[src/rtl/ctrl_pkg.sv]
// Shared control-unit definitions: field widths and control-ROM address layout.
package ctrl_pkg;

  localparam int unsigned OPCODE_W = 8;
  localparam int unsigned FLAGS_W  = 4;
  localparam int unsigned STEP_W   = 4;

  // Only the low three step bits reach the ROM address.
  localparam int unsigned STEP_ADDR_W = 3;

  // rom_addr field offsets (default widths)
  localparam int unsigned EXT_BIT    = 15;
  localparam int unsigned OPCODE_LSB = 7;
  localparam int unsigned FLAGS_LSB  = 3;
  localparam int unsigned STEP_LSB   = 0;

  typedef logic [STEP_W-1:0] step_t;

endpackage

[src/rtl/counter_161.sv]
// 4-bit synchronous counter in the style of a '161: async clear, sync active-low
// load, CEP/CET count enables, ripple-carry TC. Advances on the falling clock edge.
module counter_161
  import ctrl_pkg::*;
(
  input  logic  clk,
  input  logic  clr_n,
  input  logic  load_n,
  input  step_t d,
  input  logic  cep,
  input  logic  cet,
  output step_t q,
  output logic  tc
);

  // Count register: load has priority over counting; 15 wraps to 0 naturally.
  always_ff @(negedge clk or negedge clr_n) begin
    if (!clr_n)
      q <= '0;
    else if (!load_n)
      q <= d;
    else if (cep && cet)
      q <= q + step_t'(1);
  end

  // Terminal count qualified by CET only, as on the original part.
  always_comb begin
    tc = (q == '1) && cet;
  end

endmodule

[src/rtl/microstep_sequencer.sv]
// Micro-step sequencer: step counter, extended-page flag and control-ROM address.
module microstep_sequencer
  import ctrl_pkg::*;
#(
  parameter int unsigned OPCODE_W = ctrl_pkg::OPCODE_W,
  parameter int unsigned FLAGS_W  = ctrl_pkg::FLAGS_W
) (
  input  logic                                   clk,
  input  logic                                   rstn,
  input  logic [OPCODE_W-1:0]                    opcode,
  input  logic [FLAGS_W-1:0]                     flags,
  input  logic                                   step_resetn,
  input  logic                                   step_extn,
  input  logic                                   ctrlen,
  output logic [STEP_W-1:0]                      step,
  output logic                                   step_tc,
  output logic                                   ext,
  output logic                                   ext_armn,
  output logic [1+OPCODE_W+FLAGS_W+STEP_ADDR_W-1:0] rom_addr
);

  // Step reset maps to the counter's sync load of zero; step_extn gates CEP so an
  // extend request freezes the count, and ctrlen gates CET so TC is masked too.
  counter_161 u_counter (
    .clk    (clk),
    .clr_n  (rstn),
    .load_n (step_resetn),
    .d      ('0),
    .cep    (step_extn),
    .cet    (~ctrlen),
    .q      (step),
    .tc     (step_tc)
  );

  // Extend latch: armed by step reset, cleared by an extend request, then sticky.
  always_ff @(posedge clk or negedge rstn) begin
    if (!rstn)
      ext_armn <= 1'b1;
    else
      ext_armn <= ~step_resetn | (step_extn & ext_armn);
  end

  // Page flag follows the latch half a cycle later, aligned with the step update.
  always_ff @(negedge clk or negedge rstn) begin
    if (!rstn)
      ext <= 1'b0;
    else
      ext <= ~ext_armn;
  end

  // ROM address assembly, purely combinational.
  always_comb begin
    rom_addr = {ext, opcode, flags, step[STEP_ADDR_W-1:0]};
  end

endmodule

[config.mk]
export PLATFORM = sky130hd
export DESIGN_NAME = microstep_sequencer
export DESIGN_NICKNAME = d
export VERILOG_FILES = /design/src/rtl/ctrl_pkg.sv /design/src/rtl/counter_161.sv /design/src/rtl/microstep_sequencer.sv
export SDC_FILE = /design/constraint.sdc
export NUM_CORES = 1
export LEC_CHECK = 0
export BUFFER_PORTS_ARGS = -buffer_cell sky130_fd_sc_hd__buf_2
export CORE_AREA = 2 2 39 41
export DETAILED_ROUTE_END_ITERATION = 8
export DIE_AREA = 0 0 41 43
export PLACE_DENSITY_LB_ADDON = 0.05
export SLEW_MARGIN = 0
export SYNTH_ARGS = -nofsm -noshare
export SYNTH_HDL_FRONTEND = slang
export SYNTH_SLANG_ARGS = --single-unit
[constraint.sdc]
create_clock -name clk -period 1.6 [get_ports clk]
set_input_delay 0.16 -clock clk [delete_from_list [all_inputs] [get_ports clk]]
set_output_delay 0.16 -clock clk [all_outputs]
set_load 0.005 [all_outputs]
==> results of run 1 <==
[worst max-delay path, stage by stage, from the launching register on]
cell and delay, ns:
sky130_fd_sc_hd__dfrtn_1 0.42, sky130_fd_sc_hd__ha_2 0.18, sky130_fd_sc_hd__and4b_1 0.18, sky130_fd_sc_hd__buf_2 0.11
[layout by cell type, fill, tap and decap left out]
cell type                       instances
sky130_fd_sc_hd__buf_2                 11
sky130_fd_sc_hd__buf_6                  6
sky130_fd_sc_hd__dfrtn_1                5
sky130_fd_sc_hd__buf_4                  5
sky130_fd_sc_hd__clkbuf_4               3
sky130_fd_sc_hd__nand2_1                2
sky130_fd_sc_hd__xnor2_1                2
sky130_fd_sc_hd__and2_1                 2
sky130_fd_sc_hd__inv_1                  1
sky130_fd_sc_hd__and4b_1                1
sky130_fd_sc_hd__nand2b_4               1
sky130_fd_sc_hd__nand3b_1               1
sky130_fd_sc_hd__nand3_1                1
sky130_fd_sc_hd__o21ai_0                1
sky130_fd_sc_hd__or3_1                  1
sky130_fd_sc_hd__a21boi_1               1
sky130_fd_sc_hd__mux2i_1                1
sky130_fd_sc_hd__nor2b_1                1
sky130_fd_sc_hd__ha_2                   1
sky130_fd_sc_hd__clkbuf_1               1
sky130_fd_sc_hd__dfstp_2                1
sky130_fd_sc_hd__dlygate4sd3_1          1
[report_power, final]
group	internal [mW]	leakage [nW]	switching (mW)
logic	0.0293	0.175	0.0231
registers	0.161	0.0781	0.00376
clock network	0.0947	0.0150	0.0581
[state kept, by name (all words and copies together), names as in the netlist]
signal	cells
ext_armn	1
u_counter.q	4
ext	1
[kinds of logic after synthesis]
logic type	synth area share
buffers and inverters	0.312
and+or+nand+nor	0.174
DFF	0.382
AOI/OAI and AO/OA	0.0315
xor gates and xnor gates	0.0442
muxes	0.0252
adders and majority gates	0.0315
[layer usage]
layer	global-route usage	share of wire	vias to the layer above
li1	-	-	135
met1	0.111	0.35	126
met2	0.169	0.48	21
met3	0.0733	0.17	0
met4	0.0800	0	0
met5	0	0	-
[area by class of cell]
class | count | share of cell area
Tap cell | 16 | 0.0404
Inverter | 1 | 0.00758
Clock buffer | 4 | 0.0530
Timing Repair Buffer | 23 | 0.343
Sequential cell | 6 | 0.306
Multi-Input combinational cell | 16 | 0.250
[path summary, 6_finish.rpt]
kind | startpoint | endpoint | depth (start not counted)
worst max-delay path | u_counter.q[1]$_DFFE_NN0P_ | step_tc | 3
min in group asynchronous | rstn | ext_armn$_DFF_PN1_ | 2
worst min-delay path | step_resetn | ext_armn$_DFF_PN1_ | 2
max in group asynchronous | rstn | u_counter.q[2]$_DFFE_NN0P_ | 2
worst min register to register | ext_armn$_DFF_PN1_ | ext_armn$_DFF_PN1_ | 2
worst max register to register | ext_armn$_DFF_PN1_ | ext$_DFF_NN0_ | 1
[through the flow]
step	std cells	setup WS, ns	hold slack (ns)	util	instance area [sq um]
6_report	66	-0.499	0.106	0.358	495
3_5_place_dp	59	-0.226	0.206	0.296	409
3_3_place_gp	59	-0.195	0.200	0.296	409
5_1_grt	66	-0.545	0.106	0.358	495
4_1_cts	66	-0.502	0.0951	0.356	493
2_1_floorplan	39	-0.197	0.0122	-	397
[timing repair]
| action | in CTS | in global routing |
|---|---|---|
| hold endpoints to repair | 1 | 0 |
| pin swaps | 0 | 1 |
| buffers inserted | 3 | 1 |
| gates resized for setup | 6 | 2 |
| hold buffers | 1 | 0 |
| setup endpoints to repair | 10 | 10 |
==> parameters.txt, run 1 <==
Parameter                              Value

Critical path
  Arrival time of the worst setup path    1.94 ns
  Maximum fanout encountered on the critical timing path    2
  Reg-to-reg slack, setup    0.10 ns
  Startpoint types    register
  Crit. End Element    output port
  Worst endpoint required time    1.44 ns
  Worst setup path category    reg -> out

Synthesis
  Top cells by instance count after synthesis    sky130_fd_sc_hd__buf_4 (16), sky130_fd_sc_hd__dfrtn_1 (5), sky130_fd_sc_hd__and2_1 (2), sky130_fd_sc_hd__nand2_1 (2), sky130_fd_sc_hd__xnor2_1 (2)
  Number of enable-type register cells in the synthesized netlist    0
  Leading cell types by total area after synthesis    sky130_fd_sc_hd__dfrtn_1 (32%), sky130_fd_sc_hd__buf_4 (30%), sky130_fd_sc_hd__dfstp_2 (6.6%), sky130_fd_sc_hd__xnor2_1 (4.4%), sky130_fd_sc_hd__nand2b_4 (3.5%)
  Count leader, synth    sky130_fd_sc_hd__buf_4
  Seq/Total Area, Yosys    0.382
  Share of synthesized registers carrying an async set or reset    1.00
  Synth top area share    0.315
  Count of mapped cells out of synthesis    39
  Most common flop cell mapped by yosys    sky130_fd_sc_hd__dfrtn_1
  Avg Cell Area, Syn    10.2 sq um
  Post-synth cell types    17
  Summed instance area of the synthesized netlist    397 sq um
  Number of synthesis warnings    0
  FF+latch count, synth    6
  Number of nets produced by synthesis    57
  Synth area leader    sky130_fd_sc_hd__dfrtn_1

Floorplan
  Number of placement rows    14
  Die height    43 um
  Placeable core area    1380 sq um
  # IOs    40
  Chip Width    41 um
  Starting utilization of the core area    0.287
  Area enclosed by the die boundary    1760 sq um

Place
  HPWL Detailed    762 um
  Count of port buffers added during placement    15
  Weighted congestion at the end of routability-driven global placement    0.710

STA
  Least setup slack across all paths after layout    -0.499 ns
  Actual transition at the worst max-transition pin    0.156 ns
  Slew HR    0.896
  Largest clock skew in the final design    0.0113 ns
  Unrepaired setup endpoints after global routing    yes
  Final Hold Viols    0
  Setup Total Neg Slack    -2.44 ns
  Slew Viols, Final    0
  Final setup violation count    10

Min path
  Min-Delay Path Class    in -> reg

GRT
  Wire length of the first global-routing pass    1330 um
  Global route total overflow    0
  Antenna violations before repair    0
  Pin count of the biggest net entering global routing    7
  GRT Overall Usage    0.115
  Number of global-route vias before repair    276

Pwr
  Overall power    370 uW
  Leakage Power    0.268 nW
  Power density normalized to cell area    747 nW/um^2
  VDD IR-drop max    0.000298 V

CTS
  Clock transition at path regs    0.05 ns
  CTS Root Buffer Type    sky130_fd_sc_hd__clkbuf_4
  Cts bufs inserted    3
  Number of sinks handled by clock tree synthesis    6
  Buffer depth of the longest clock path    2
  TritonCTS clock tree    built
  Latest clock arrival within the worst-skew pair    0.26 ns
  CTS H-Tree Depth    1

Detailed routing
  DR pass1 iterations    1
  DRT antenna net count    0
  Initial detailed-routing violation count    0
  Number of vias per cell after detailed routing    4.27
  DRC errors left    0
  Final routed wirelength across all metal layers    903 um
  Vias after detailed routing    282
  Drt wl/cell    13.7 um

Status
  Result of the run    finished with violations
  Violations in the final reports    setup timing

Finish
  Growth of design area from synthesis to finish    24.9%
  Storage element area    151 sq um
  Number of antenna cells inserted    0
  Post-layout nets    69
  Area used by multi-input combinational logic    124 sq um
  Number of fillers in the final layout    161
  Fraction of layout instances using a drive strength above 1    0.560

Flow run
  Max-cap violation count    0
Note: power is estimated with default switching activity, not from simulation.
==> run 2: changes to the inputs <==
--- a/config.mk
+++ b/config.mk
@@ -10,4 +10,6 @@
 export DETAILED_ROUTE_END_ITERATION = 8
 export DIE_AREA = 0 0 41 43
+export GPL_TIMING_DRIVEN = 0
+export MAX_ROUTING_LAYER = met4
 export PLACE_DENSITY_LB_ADDON = 0.05
 export SLEW_MARGIN = 0
==> constraint.sdc (replaced) <==
create_clock -name clk -period 1.6 [get_ports clk]
set_input_delay 0 -clock clk [delete_from_list [all_inputs] [get_ports clk]]
set_output_delay 0 -clock clk [all_outputs]
set_load 0.005 [all_outputs]
==> parameters.txt, run 2 (same netlist as run 1, synthesis figures left out) <==
Parameter                              Value

Floorplan
  Die height    43 um (unchanged)
  Chip Width    41 um (unchanged)
  Starting utilization of the core area    0.287 (unchanged)
  Area enclosed by the die boundary    1760 sq um (unchanged)
  # IOs    40 (unchanged)
  Placeable core area    1380 sq um (unchanged)
  Number of placement rows    14 (unchanged)

Critical path
  Critical path depth in cells    3 (unchanged)
  Worst endpoint required time    1.60 ns (+0.16 ns)
  Arrival time of the worst setup path    1.93 ns (about the same)
  Stage delay of the slowest cell on the critical path    0.41 ns (about the same)
  Slowest CP cell    sky130_fd_sc_hd__dfrtn_1
  Startpoint types    register
  Largest delay share family, worst path    flip-flops
  Worst setup path category    reg -> out
  Crit path cell chain    ha_1 -> and4b_1 -> buf_2
  Worst r2r path cells    1 (unchanged)
  Maximum fanout encountered on the critical timing path    2 (unchanged)
  Bufs and invs on worst path    1 (unchanged)
  Crit. End Element    output port

Detailed routing
  Initial detailed-routing violation count    2 (+2)
  Drt wl/cell    9.41 um (-31%)
  Vias after detailed routing    381 (+35%)
  DRT antenna net count    0 (unchanged)
  Number of vias per cell after detailed routing    4.10 (-4.1%)
  DRC errors left    0 (unchanged)
  DR pass1 iterations    4 (+3)
  Final routed wirelength across all metal layers    875 um (-3.1%)

Finish
  Final cell count without fillers    93 (+41%)
  Area used by multi-input combinational logic    121 sq um (-2.0%)
  Core utilization of the finished layout    0.480 (+0.122)
  Most frequent standard cell in the layout excluding fill and tap cells    sky130_fd_sc_hd__buf_2
  Post-layout nets    96 (+39%)
  Growth of design area from synthesis to finish    67.5%
  Number of antenna cells inserted    0 (unchanged)
  Number of flip-flops in the largest register    4 (unchanged)
  Fraction of layout instances using a drive strength above 1    0.675 (+0.115)
  Storage element area    151 sq um (unchanged)
  Largest registers    u_counter.q: 4 flops, ext: 1 flops, ext_armn: 1 flops
  Register with the most flip-flops    u_counter.q
  Highest-count cells in the layout ignoring fill and taps    sky130_fd_sc_hd__buf_2 (24), sky130_fd_sc_hd__buf_4 (18), sky130_fd_sc_hd__buf_6 (5), sky130_fd_sc_hd__dfrtn_1 (5)
  Number of fillers in the final layout    157 (-2.5%)

Pwr
  Sequential Power Share    0.398 (-0.048)
  Switching power    95.8 uW (+13%)
  Cell-internal power    320 uW (+12%)
  Share of power burned in combinational logic    0.233 (+0.091)
  VDD IR-drop max    0.000367 V (+23%)
  Power density normalized to cell area    625 nW/um^2 (-16%)
  Switching power as a share of total power    0.231 (+0.00107)
  Clock share of power    0.370 (-0.043)
  Leakage Power    0.390 nW (+45%)

Place
  HPWL Detailed    670 um (-12%)
  Count of port buffers added during placement    27 (+12)
  Weighted congestion at the end of routability-driven global placement    0.655 (-7.7%)
  Number of placed instances, taps included    82 (+39%)
  Pre-CTS setup slack    -0.181 ns (+0.0442 ns)

Status
  Result of the run    finished with violations
  Violations in the final reports    setup timing

CTS
  CTS Root Buffer Type    sky130_fd_sc_hd__clkbuf_4
  Clock transition at path regs    0.04 ns (about the same)
  TritonCTS clock tree    built
  CTS H-Tree Depth    1 (unchanged)
  Buffer depth of the longest clock path    2 (unchanged)
  Number of sinks handled by clock tree synthesis    6 (unchanged)
  Latest clock arrival within the worst-skew pair    0.26 ns (about the same)
  Cts bufs inserted    3 (unchanged)

Flow run
  Max-cap violation count    0 (unchanged)

GRT
  Number of global-route vias before repair    349 (+26%)
  Wire length of the first global-routing pass    1390 um (+4.7%)
  Antenna violations before repair    0 (unchanged)
  Pin count of the biggest net entering global routing    7 (unchanged)
  GRT Overall Usage    0.122 (+0.00698)
  Global route total overflow    0 (unchanged)

Min path
  Min-Delay Path Class    in -> out
  Worst hold path depth    2 (unchanged)

STA
  Least setup slack across all paths after layout    -0.330 ns (+0.169 ns)
  Slew HR    0.901 (+0.00473)
  Final Hold Viols    0 (unchanged)
  Final setup violation count    8 (-2)
  Largest clock skew in the final design    0.00704 ns (-0.00427 ns)
  Unrepaired setup endpoints after global routing    yes
  Actual transition at the worst max-transition pin    0.147 ns (-0.00865 ns)
  Setup Total Neg Slack    -1.20 ns (+1.24 ns)
  Slew Viols, Final    0 (unchanged)
==> run 2: changes by cell type in the layout (fill, tap and decap cells not counted), sizes merged <==
cell / delta
buf: +25
dlygate4sd3: +2
==> run 2: worst paths after layout <==
| path | start | endpoint | slack [ns] |
|---|---|---|---|
| min in group asynchronous | rstn | ext_armn$_DFF_PN1_ | 0.30 |
| max in group asynchronous | rstn | u_counter.q[2]$_DFFE_NN0P_ | 0.64 |
| min reg2reg | u_counter.q[3]$_DFFE_NN0P_ | u_counter.q[3]$_DFFE_NN0P_ | 0.60 |
| max reg2reg | ext_armn$_DFF_PN1_ | ext$_DFF_NN0_ | 0.09 |
| max | u_counter.q[0]$_DFFE_NN0P_ | step_tc | -0.33 |
| min | flags[1] | rom_addr[4] | 0.16 |
==> run 2: stage by stage <==
step	hold WS (ns)	total power [mW]	cell area, sq um
final	0.165	0.415	664
after global routing	0.173	0.443	664
after CTS	0.166	0.425	636
after detailed placement	0.0362	0.255	552
after global placement	0.0334	0.254	552
after floorplan	-0.148	0.216	397
==> run 2: layer usage <==
metal / GRT usage / wire [um] / vias up
met1: 0.127 / 310 / 171
met2: 0.181 / 453 / 25
li1: - / - / 185
met5: - / 0 / -
met4: 0.0400 / 0 / 0
met3: 0.0785 / 111 / 0
==> run 2: final cells by class <==
class	count	area share
Timing Repair Buffer	35	0.339
Clock buffer	4	0.0395
Multi-Input combinational cell	16	0.183
Buffer	15	0.175
Tap cell	16	0.0301
Inverter	1	0.00565
Sequential cell	6	0.228
==> run 2: power groups by stage <==
stage | registers, mW | logic [mW] | clock network (mW)
after floorplan | 0.170 | 0.0458 | 0
after global placement | 0.170 | 0.0839 | 0
after detailed placement | 0.170 | 0.0846 | 0
after CTS | 0.165 | 0.0985 | 0.161
after global routing | 0.166 | 0.108 | 0.169
final | 0.165 | 0.0966 | 0.154
==> run 2: repair_timing <==
item,CTS,global route
hold endpoints to repair,2,0
cloned,0,0
hold buffers,3,0
gates resized for setup,2,3
setup buffers,3,2
setup endpoints to repair,9,10
==> run 3: changes to the inputs <==
SYNTH_HIERARCHICAL = 1   (was unset)
==> parameters.txt, run 3 <==
Parameter                              Value

Finish
  Number of fillers in the final layout    160 (+1.9%)
  Number of antenna cells inserted    0 (unchanged)
  Storage element area    151 sq um (unchanged)
  Post-layout nets    104 (+8.3%)
  Largest registers    u_counter/q: 4 flops, ext: 1 flops, ext_armn: 1 flops
  Number of flip-flops in the largest register    4 (unchanged)
  Most frequent standard cell in the layout excluding fill and tap cells    sky130_fd_sc_hd__buf_2
  Highest-count cells in the layout ignoring fill and taps    sky130_fd_sc_hd__buf_2 (26), sky130_fd_sc_hd__buf_4 (20), sky130_fd_sc_hd__dfrtn_1 (5)
  Register with the most flip-flops    u_counter/q
  Fraction of layout instances using a drive strength above 1    0.624 (-0.0518)
  Area used by multi-input combinational logic    139 sq um (+14%)
  Growth of design area from synthesis to finish    60.7%
  Final cell count without fillers    101 (+8.6%)

Floorplan
  Chip Width    41 um (unchanged)
  Area enclosed by the die boundary    1760 sq um (unchanged)
  Placeable core area    1380 sq um (unchanged)
  # IOs    40 (unchanged)
  Number of placement rows    14 (unchanged)
  Die height    43 um (unchanged)
  Starting utilization of the core area    0.297 (+0.00995)

Detailed routing
  Drt wl/cell    8.86 um (-5.8%)
  Detail Route met3 WL    87 um (-22%)
  Initial detailed-routing violation count    1 (-1)
  Wire length on met2    457 um (+0.88%)
  Number of vias per cell after detailed routing    4.01 (-2.1%)
  Detailed-routing wirelength on met1    337 um (+8.7%)
  Final routed wirelength across all metal layers    895 um (+2.3%)
  DRT antenna net count    0 (unchanged)
  Vias after detailed routing    405 (+6.3%)
  Top Metal Used    met4
  DRC errors left    0 (unchanged)
  DR pass1 iterations    4 (unchanged)

Synthesis
  Most common flop cell mapped by yosys    sky130_fd_sc_hd__dfrtn_1
  Summed instance area of the synthesized netlist    410 sq um (+3.5%)
  Post-synth cell types    18 (+1)
  Share of synthesized registers carrying an async set or reset    1.00 (unchanged)
  Count leader, synth    sky130_fd_sc_hd__buf_4
  Number of synthesis warnings    6 (+6)
  Count of mapped cells out of synthesis    45 (+15%)
  Top cells by instance count after synthesis    sky130_fd_sc_hd__buf_4 (16), sky130_fd_sc_hd__dfrtn_1 (5), sky130_fd_sc_hd__nor2_1 (4), sky130_fd_sc_hd__a21oi_1 (3)
  Number of enable-type register cells in the synthesized netlist    0 (unchanged)
  FF+latch count, synth    6 (unchanged)
  Leading cell types by total area after synthesis    sky130_fd_sc_hd__dfrtn_1 (30%), sky130_fd_sc_hd__buf_4 (29%), sky130_fd_sc_hd__dfstp_2 (6.4%), sky130_fd_sc_hd__xor2_1 (4.3%), sky130_fd_sc_hd__a21oi_1 (3.7%)
  Synth top area share    0.305 (-0.0106)
  Avg Cell Area, Syn    9.12 sq um (-10%)
  Seq/Total Area, Yosys    0.369 (-0.0128)
  Synth area leader    sky130_fd_sc_hd__dfrtn_1

GRT
  Pin count of the biggest net entering global routing    9 (+2)
  Antenna violations before repair    0 (unchanged)
  GRT Overall Usage    0.119 (-0.00334)
  Wire length of the first global-routing pass    1320 um (-5.0%)
  Global route total overflow    0 (unchanged)
  Number of global-route vias before repair    336 (-3.7%)

Min path
  Worst hold path depth    2 (unchanged)
  Min-Delay Path Class    in -> reg

CTS
  CTS H-Tree Depth    1 (unchanged)
  CTS Root Buffer Type    sky130_fd_sc_hd__clkbuf_4
  Buffer depth of the longest clock path    2 (unchanged)
  Number of sinks handled by clock tree synthesis    6 (unchanged)
  TritonCTS clock tree    built
  Clock transition at path regs    0.05 ns (about the same)
  Latest clock arrival within the worst-skew pair    0.25 ns (about the same)
  Cts bufs inserted    3 (unchanged)

Pwr
  VDD IR-drop max    0.000275 V (-25%)
  Leakage Power    0.374 nW (-4.1%)
  Power density normalized to cell area    761 nW/um^2 (+22%)

Place
  Count of port buffers added during placement    27 (unchanged)
  Weighted congestion at the end of routability-driven global placement    0.651 (-0.67%)
  HPWL Detailed    709 um (+5.8%)
  Number of placed instances, taps included    91 (+11%)
  Pre-CTS setup slack    -0.171 ns (+0.00993 ns)

Critical path
  Maximum fanout encountered on the critical timing path    2 (unchanged)
  Worst endpoint required time    1.60 ns (about the same)
  Worst setup path category    reg -> out
  Worst r2r path cells    1 (unchanged)
  Startpoint types    register
  Crit. End Element    output port
  Arrival time of the worst setup path    1.96 ns (+0.03 ns)

STA
  Slew Viols, Final    0 (unchanged)
  Least setup slack across all paths after layout    -0.358 ns (-0.0275 ns)
  Largest clock skew in the final design    0.00567 ns (-0.00137 ns)
  Final setup violation count    7 (-1)
  Final Hold Viols    0 (unchanged)
  Unrepaired setup endpoints after global routing    yes

Flow run
  Max-cap violation count    0 (unchanged)

Status
  Result of the run    finished with violations
  Violations in the final reports    setup timing
-- run 3: cell count changes in the layout (fill, tap and decap cells not counted), sizes merged, moves of 2 or more --
| cell | previous run | this run |
|---|---|---|
| a21oi | 0 | 3 |
| nor2 | 0 | 4 |
| xnor2 | 2 | 0 |
| xor2 | 0 | 2 |
| conb | 0 | 4 |
| and2 | 2 | 0 |
-- run 3: cell type report --
class                   instances  share of cell area
plain buffers                  16               0.176
repair buffers                 34               0.302
clock buffers                   4              0.0398
well taps                      16              0.0304
inverters                       2              0.0114
flip-flops and latches          6               0.230
multi-input cells              23               0.211
-- run 3: cells by family after synthesis --
| kind of cell | count (synthesis) | synth area share |
|---|---|---|
| flip-flops | 6 | 0.369 |
| XOR/XNOR | 2 | 0.0427 |
| buffers and inverters | 19 | 0.320 |
| AND/OR/NAND/NOR | 9 | 0.116 |
| AO/OA/AOI/OAI | 6 | 0.0884 |
| multiplexers | 1 | 0.0244 |
| other | 1 | 0.00914 |
| adder cells (fa/ha/maj) | 1 | 0.0305 |
-- run 3: worst paths after layout --
path                                         endpoint                        from  slack [ns]
max reg2reg                             ext$_DFF_NN0_          ext_armn$_DFF_PN1_        0.08
max                                           step_tc  u_counter/q[0]$_DFFE_NN0P_       -0.36
min                                ext_armn$_DFF_PN1_                 step_resetn        0.03
min reg2reg                        ext_armn$_DFF_PN1_          ext_armn$_DFF_PN1_        0.56
min in group asynchronous          ext_armn$_DFF_PN1_                        rstn        0.31
max in group asynchronous  u_counter/q[1]$_DFFE_NN0P_                        rstn        0.63
-- run 3: critical path, stage by stage (launching register included) --
cell,delay (ns)
sky130_fd_sc_hd__dfrtn_1,0.34
sky130_fd_sc_hd__ha_1,0.21
sky130_fd_sc_hd__and4_2,0.23
sky130_fd_sc_hd__buf_2,0.12
-- run 3: what timing repair did --
action	in CTS	in global routing
gates resized for setup	1	0
hold endpoints to repair	2	0
endpoints found under the setup margin	9	10
pin swaps	0	0
hold buffers	2	0
buffers inserted	3	4
-- run 3: stage by stage --
stage / cell area [sq um] / hold slack, ns / util / TNS [ns] / power, mW
floorplan: 422 / -0.148 / - / -0.0623 / 0.265
global placement: 577 / 0.0429 / 0.417 / -0.172 / 0.322
detailed placement: 577 / 0.0459 / 0.417 / -0.171 / 0.323
CTS: 644 / 0.0137 / 0.466 / -1.08 / 0.504
global route: 659 / 0.0321 / 0.476 / -1.42 / 0.544
finish: 659 / 0.0280 / 0.476 / -1.01 / 0.502
-- run 3: routing by layer --
| layer | vias to the layer above | global-route usage |
|---|---|---|
| met4 | 0 | 0.0800 |
| met1 | 178 | 0.126 |
| met5 | - | - |
| li1 | 204 | - |
| met2 | 21 | 0.172 |
| met3 | 2 | 0.0471 |
-- run 3: power breakdown --
group | total (mW) | switching (mW) | leakage, nW | internal, mW
clock network | 0.155 | 0.0602 | 0.0150 | 0.0948
logic | 0.166 | 0.0625 | 0.291 | 0.104
registers | 0.181 | 0.0101 | 0.0678 | 0.170
